[config.mk]
export PLATFORM = sky130hd
export DESIGN_NAME = ysyx_24080006_lsu
export DESIGN_NICKNAME = d
export VERILOG_FILES = /design/src/rtl/ysyx_24080006_lsu_pkg.sv /design/src/rtl/ysyx_24080006_lsu_align.sv /design/src/rtl/ysyx_24080006_lsu.sv
export SDC_FILE = /design/constraint.sdc
export NUM_CORES = 1
export LEC_CHECK = 0
export ABC_CLOCK_PERIOD_IN_PS = 6400
export CAP_MARGIN = 10
export CORE_MARGIN = 8
export CORE_UTILIZATION = 52
export CTS_CLUSTER_SIZE = 10
export DETAILED_ROUTE_END_ITERATION = 8
export HOLD_SLACK_MARGIN = 0.12
export PLACE_DENSITY_LB_ADDON = 0.08
export RECOVER_POWER = 25
export SYNTH_ARGS = -nofsm -noshare
export SYNTH_HDL_FRONTEND = slang
export SYNTH_HIERARCHICAL = 1
export SYNTH_SLANG_ARGS = --single-unit
[constraint.sdc]
create_clock -name clock -period 6.4 [get_ports clock]
set_input_delay 1.28 -clock clock [delete_from_list [all_inputs] [get_ports clock]]
set_output_delay 1.28 -clock clock [all_outputs]
set_load 0.1 [all_outputs]
[src/rtl/ysyx_24080006_lsu_pkg.sv]
// Shared definitions for the load/store unit: RV funct3 width codes,
// write-back select encodings and the LSU control state type.
package ysyx_24080006_pkg;

  localparam int DATA_W = 32;

  // Load width/sign codes
  localparam logic [2:0] F3_LB  = 3'b000;
  localparam logic [2:0] F3_LH  = 3'b001;
  localparam logic [2:0] F3_LW  = 3'b010;
  localparam logic [2:0] F3_LBU = 3'b100;
  localparam logic [2:0] F3_LHU = 3'b101;

  // Store width codes (share encodings with the signed loads)
  localparam logic [2:0] F3_SB  = 3'b000;
  localparam logic [2:0] F3_SH  = 3'b001;
  localparam logic [2:0] F3_SW  = 3'b010;

  // Write-back source select, {mem,alu}
  localparam logic [1:0] WB_ALU = 2'b01;
  localparam logic [1:0] WB_MEM = 2'b10;

  typedef enum logic [1:0] {
    LSU_IDLE = 2'd0,
    LSU_REQ  = 2'd1,
    LSU_RESP = 2'd2,
    LSU_DONE = 2'd3
  } lsu_state_t;

endpackage

[src/rtl/ysyx_24080006_lsu_align.sv]
// Combinational byte-lane logic: builds lane-replicated store data and
// byte enables, extracts and extends load data, and flags accesses that
// are misaligned or use a funct3 code that is illegal for the operation.
module ysyx_24080006_lsu_align
  import ysyx_24080006_pkg::*;
(
  input  logic [2:0]        funct3,
  input  logic [1:0]        addr_lo,
  input  logic              is_store,
  input  logic [DATA_W-1:0] rs2,
  input  logic [DATA_W-1:0] rdata,
  output logic [DATA_W-1:0] wdata,
  output logic [3:0]        wmask,
  output logic [DATA_W-1:0] rdata_ext,
  output logic              misaligned
);

  // Byte extension; sgn selects sign- versus zero-extension.
  function automatic logic signed [DATA_W-1:0] ext_byte(input logic [7:0] b,
                                                         input logic       sgn);
    logic signed [8:0] t;
    t = signed'({sgn & b[7], b});
    return DATA_W'(t);
  endfunction

  // Halfword extension; sgn selects sign- versus zero-extension.
  function automatic logic signed [DATA_W-1:0] ext_half(input logic [15:0] h,
                                                         input logic        sgn);
    logic signed [16:0] t;
    t = signed'({sgn & h[15], h});
    return DATA_W'(t);
  endfunction

  logic [7:0]  byte_sel;
  logic [15:0] half_sel;

  assign byte_sel = rdata[{addr_lo, 3'b000} +: 8];
  assign half_sel = rdata[{addr_lo[1], 4'b0000} +: 16];

  // Decode width code into lane data, byte enables, load value and legality.
  always_comb begin
    wdata      = '0;
    wmask      = '0;
    rdata_ext  = '0;
    misaligned = 1'b0;
    case (funct3)
      F3_LB: begin
        wdata     = {4{rs2[7:0]}};
        wmask     = 4'b0001 << addr_lo;
        rdata_ext = ext_byte(byte_sel, 1'b1);
      end
      F3_LH: begin
        misaligned = addr_lo[0];
        wdata      = {2{rs2[15:0]}};
        wmask      = 4'b0011 << {addr_lo[1], 1'b0};
        rdata_ext  = ext_half(half_sel, 1'b1);
      end
      F3_LW: begin
        misaligned = (addr_lo != 2'b00);
        wdata      = rs2;
        wmask      = 4'b1111;
        rdata_ext  = rdata;
      end
      F3_LBU: begin
        // Unsigned widths exist only for loads.
        misaligned = is_store;
        rdata_ext  = ext_byte(byte_sel, 1'b0);
      end
      F3_LHU: begin
        misaligned = is_store | addr_lo[0];
        rdata_ext  = ext_half(half_sel, 1'b0);
      end
      default: begin
        misaligned = 1'b1;
      end
    endcase
  end

endmodule

[src/rtl/ysyx_24080006_lsu.sv]
// Multi-cycle load/store unit between EXU and WBU. Accepts one instruction
// at a time, issues at most one word-aligned bus request, waits for the
// response (with optional timeout), and presents the result to WBU.
module ysyx_24080006_lsu
  import ysyx_24080006_pkg::*;
#(
  parameter int unsigned TIMEOUT_CYCLES = 255
) (
  input  logic        clock,
  input  logic        reset,
  input  logic        exu_valid,
  output logic        exu_ready,
  input  logic [31:0] alu_result,
  input  logic [31:0] rs2_data,
  input  logic [2:0]  funct3,
  input  logic        mem_ren,
  input  logic        mem_wen,
  input  logic [1:0]  wb_sel_i,
  input  logic [4:0]  rd_i,
  output logic        wbu_valid,
  input  logic        wbu_ready,
  output logic [31:0] alu_result_o,
  output logic [31:0] mem_rdata,
  output logic [1:0]  wb_sel_o,
  output logic [4:0]  rd_o,
  output logic        lsu_err,
  output logic        mem_req_valid,
  input  logic        mem_req_ready,
  output logic [31:0] mem_req_addr,
  output logic        mem_req_wen,
  output logic [31:0] mem_req_wdata,
  output logic [3:0]  mem_req_wmask,
  input  logic        mem_resp_valid,
  input  logic [31:0] mem_resp_rdata
);

  localparam bit          TIMEOUT_EN  = (TIMEOUT_CYCLES != 0);
  localparam logic [31:0] TIMEOUT_LIM = 32'(TIMEOUT_CYCLES);

  lsu_state_t  state;
  logic [31:0] resp_cnt;
  logic [2:0]  funct3_p0;

  logic        in_idle;
  logic [2:0]  al_funct3;
  logic [1:0]  al_addr_lo;
  logic        al_is_store;
  logic [31:0] al_wdata;
  logic [3:0]  al_wmask;
  logic [31:0] al_rdata_ext;
  logic        al_misaligned;

  // While idle the lane logic looks at the incoming instruction; afterwards
  // it looks at the captured one so the response can be extracted.
  assign in_idle     = (state == LSU_IDLE);
  assign al_funct3   = in_idle ? funct3 : funct3_p0;
  assign al_addr_lo  = in_idle ? alu_result[1:0] : alu_result_o[1:0];
  assign al_is_store = in_idle ? mem_wen : mem_req_wen;

  ysyx_24080006_lsu_align u_align (
    .funct3     (al_funct3),
    .addr_lo    (al_addr_lo),
    .is_store   (al_is_store),
    .rs2        (rs2_data),
    .rdata      (mem_resp_rdata),
    .wdata      (al_wdata),
    .wmask      (al_wmask),
    .rdata_ext  (al_rdata_ext),
    .misaligned (al_misaligned)
  );

  // Control FSM with registered handshake, bus and result outputs.
  always_ff @(posedge clock) begin
    if (reset) begin
      state         <= LSU_IDLE;
      exu_ready     <= 1'b0;
      wbu_valid     <= 1'b0;
      lsu_err       <= 1'b0;
      mem_req_valid <= 1'b0;
      mem_req_wen   <= 1'b0;
      mem_req_addr  <= '0;
      mem_req_wdata <= '0;
      mem_req_wmask <= '0;
      alu_result_o  <= '0;
      mem_rdata     <= '0;
      wb_sel_o      <= '0;
      rd_o          <= '0;
      funct3_p0     <= '0;
      resp_cnt      <= '0;
    end else begin
      case (state)
        // Capture stage: latch the instruction and decide the path.
        LSU_IDLE: begin
          exu_ready <= 1'b1;
          if (exu_valid && exu_ready) begin
            exu_ready    <= 1'b0;
            alu_result_o <= alu_result;
            wb_sel_o     <= wb_sel_i;
            rd_o         <= rd_i;
            funct3_p0    <= funct3;
            mem_rdata    <= '0;
            lsu_err      <= 1'b0;
            resp_cnt     <= '0;
            if (!(mem_ren || mem_wen)) begin
              state     <= LSU_DONE;
              wbu_valid <= 1'b1;
            end else if (al_misaligned) begin
              state     <= LSU_DONE;
              wbu_valid <= 1'b1;
              lsu_err   <= 1'b1;
            end else begin
              state         <= LSU_REQ;
              mem_req_valid <= 1'b1;
              mem_req_addr  <= {alu_result[31:2], 2'b00};
              mem_req_wen   <= mem_wen;
              mem_req_wdata <= mem_wen ? al_wdata : '0;
              mem_req_wmask <= mem_wen ? al_wmask : 4'b0000;
            end
          end
        end
        // Request stage: hold the request until the bus takes it.
        LSU_REQ: begin
          if (mem_req_ready) begin
            state         <= LSU_RESP;
            mem_req_valid <= 1'b0;
            resp_cnt      <= '0;
          end
        end
        // Response stage: a response wins over a timeout in the same cycle.
        LSU_RESP: begin
          resp_cnt <= resp_cnt + 32'd1;
          if (mem_resp_valid) begin
            state     <= LSU_DONE;
            wbu_valid <= 1'b1;
            mem_rdata <= mem_req_wen ? 32'd0 : al_rdata_ext;
          end else if (TIMEOUT_EN && ((resp_cnt + 32'd1) == TIMEOUT_LIM)) begin
            state     <= LSU_DONE;
            wbu_valid <= 1'b1;
            lsu_err   <= 1'b1;
            mem_rdata <= '0;
          end
        end
        // Result stage: hold everything until WBU takes it.
        LSU_DONE: begin
          if (wbu_ready) begin
            state     <= LSU_IDLE;
            wbu_valid <= 1'b0;
            exu_ready <= 1'b1;
          end
        end
        default: begin
          state <= LSU_IDLE;
        end
      endcase
    end
  end

endmodule
==> impl_metrics.toml <==
[cts]
ctsHtreeMaxLevel = 4
clockBufferDepth = 2
clk_latency_ns = 0.44
cts_root_buf = "clkbuf_16"
cts_setup_buffers = 0
cts.clk_slew.worst_paths_ns = 0.07
ctsHoldBuffers = 0
cts_num_sinks = 179
cts_resized = 0
cts_tree = "built"
numCtsBuffers = 17

[power_and_ir_drop]
swShare_pct = 44.0
p_sw_mw = 1.88
peakVddDrop_mv = 0.246
comb_power_share_pct = 44.7
powerDensity_mw_per_mm2 = 356
p_leak_nw = 4.24
p_int_mw = 2.40
clock_power_share_pct = 26.2
p_seq_share_pct = 29.1

[setup_path]
end_kind = "register"
crit_type = "in -> reg"
arrival_ns = 5.36
cp_data_required_time_ns = 6.77
start_kind = "input port"
crit_fanout = 44

[logic_synthesis]
ys.warnings.count = 6
synth_flop_cell = "dfxtp_1"
synth-seq-cells = 179
synth_top_area_share_pct = 40.3
synth-edff-count = 0
async_flop_share_pct = 0
syn_area_mm2 = 0.00889
ys_seq_area_share_pct = 40.3
syn_inst = 1163
yosysTopAreaCell = "dfxtp_1"
synth_area_leaders = "dfxtp_1 (40%), nand2_1 (13%), a21oi_1 (9.5%)"
synth_area_per_cell_um2 = 7.65
synth_cell_type_count = 74

[timing]
clock_skew_ns = 0.0142
min_period_ns = 4.99
finalSetupViolCount = 0
slew_headroom_pct = -54.4
finalSetupTns_ns = 0
grt_setup_unrepaired = "no"
hold_viol_final = 0
tightest_slew_ns = 2.32
timing.final.crit_share_pct = 78.0
fmax_ghz = 0.200
slew_violations = 199

[placement]
place.gp.congestion = 0.898
hpwl_um = 19800
port_buffers = 255
dp_cells = 1562

[cells_and_area]
stdcell_count = 1596
nets = 1477
final_common_cell = "nand2_1"
final_cell_mix = "nand2_1 (309), clkdlybuf4s50_1 (234), dfxtp_1 (179), a21oi_1 (168), nor2_1 (65)"
drive_gt1_share_pct = 7.60
area_growth_pct = 35.3

[min_path]
min_path_type = "reg -> reg"

[outcome]
violations = "capacitance limit, slew limit"
status = "complete, but fails checks"

[detailed_routing]
viasPerCell = 5.68
wl_per_cell_um = 17.8
drcViolationCount = 0
drt_iter0_markers = 769
drt_pre_antenna_iters = 5
dr_total_vias = 9070
drt_wl_total_um = 28400
ant_nets = 0

[die]
initial_core_util_pct = 52.3
die_x_um = 147
die-area_mm2 = 0.0215
coreArea_mm2 = 0.0170
fp-row-count = 48
ios = 258
die_h_um = 147

[global_routing]
grt_pass1_wl_um = 45700
grt_max_degree = 100
antenna_found_initial = 1
gr-total-overflow = 0
track_usage_pct = 25.7
first_global_vias = 8422

[job]
drv_cap = 3
[layout make-up]
cell class / instances / area (um^2)
Fill cell: 1427 / 4960
Multi-Input combinational cell: 879 / 4860
Sequential cell: 179 / 3580
Timing Repair Buffer: 267 / 2630
Clock buffer: 19 / 443
Tap cell: 225 / 282
Clock inverter: 13 / 186
Inverter: 12 / 45.0
Antenna cell: 2 / 5.00
[power by group through the flow]
| stage | sequential [mW] | clock, mW | combinational [mW] |
|---|---|---|---|
| 3_3_place_gp | 1.27 | 0 | 1.88 |
| 5_1_grt | 1.26 | 1.18 | 2.06 |
| 2_1_floorplan | 1.79 | 0 | 0.951 |
| 4_1_cts | 1.25 | 1.14 | 1.91 |
| 6_report | 1.25 | 1.12 | 1.91 |
| 3_5_place_dp | 1.27 | 0 | 1.90 |
[path summary, 6_finish.rpt]
path / from / to / slack [ns] / cells past startpoint
worst max-delay path: exu_valid / mem_rdata[29]$_SDFFE_PP0P_ / 1.41 / 6
worst min-delay path: wb_sel_o[0]$_SDFFE_PP0P_ / wb_sel_o[0]$_SDFFE_PP0P_ / 0.45 / 2
worst max register to register: state[0]$_SDFFE_PP0P_ / mem_rdata[29]$_SDFFE_PP0P_ / 1.76 / 7
worst min register to register: wb_sel_o[0]$_SDFFE_PP0P_ / wb_sel_o[0]$_SDFFE_PP0P_ / 0.45 / 2
[per-layer routing]
metal / vias up / track usage, % / wire length [um]
met2: 352 / 40.4 / 13000
met3: 56 / 7.11 / 2550
met4: 2 / 10.5 / 964
met5: - / 0 / 13
met1: 4222 / 32.6 / 11900
li1: 4438 / - / -
[stage by stage]
step	instance area (um^2)	setup WS (ns)	power (mW)	hold WS, ns	util (%)
floorplan	8900	2.66	2.74	0.434	-
global placement	11400	1.90	3.15	0.437	67.2
detailed placement	11400	1.86	3.17	0.442	67.2
CTS	12000	2.31	4.30	0.452	70.9
global route	12000	1.10	4.50	0.466	70.8
finish	12000	1.41	4.29	0.451	70.8
[worst max-delay path, cell delays in order]
cell           delay [ns]
dlygate4sd3_1        0.60
nand3_1              0.17
clkbuf_1             1.58
o21ai_0              0.54
a31oi_4              0.89
a22o_1               0.28
[flip-flops by register name, indices dropped and copies added (netlist names), 2 cells and up]
signal and cells:
alu_result_o 32, funct3_p0 3, mem_rdata 32, mem_req_addr 30, mem_req_wdata 32, mem_req_wmask 4, rd_o 5, resp_cnt 32
state 2, wb_sel_o 2
[cells by family after synthesis]
kind of cell | count (synthesis) | synth area share [%]
fa+ha+maj | 7 | 0.985
other cells | 1 | 0.0422
buf+inv | 106 | 5.35
flops | 179 | 40.3
xor+xnor | 12 | 1.18
simple gates | 537 | 27.4
mux | 31 | 4.07
compound gates | 290 | 20.7
[cells in the mapped netlist (all sizes together) (7+ instances only)]
master and n:
a22oi 11, nand4 16, nand3 52, nor2 66, buf 33, nor4 8, a21oi 169, or4 8
mux2i 8, inv 12, and2 10, nor3 27, a31oi 8, dfxtp 179, nand2 311, or3 8
a221o 7, xnor2 8, a22o 33, clkbuf 61, o21ai 27, ha 7, mux2 21, and3 8
Power figures use the tool's default switching activity.
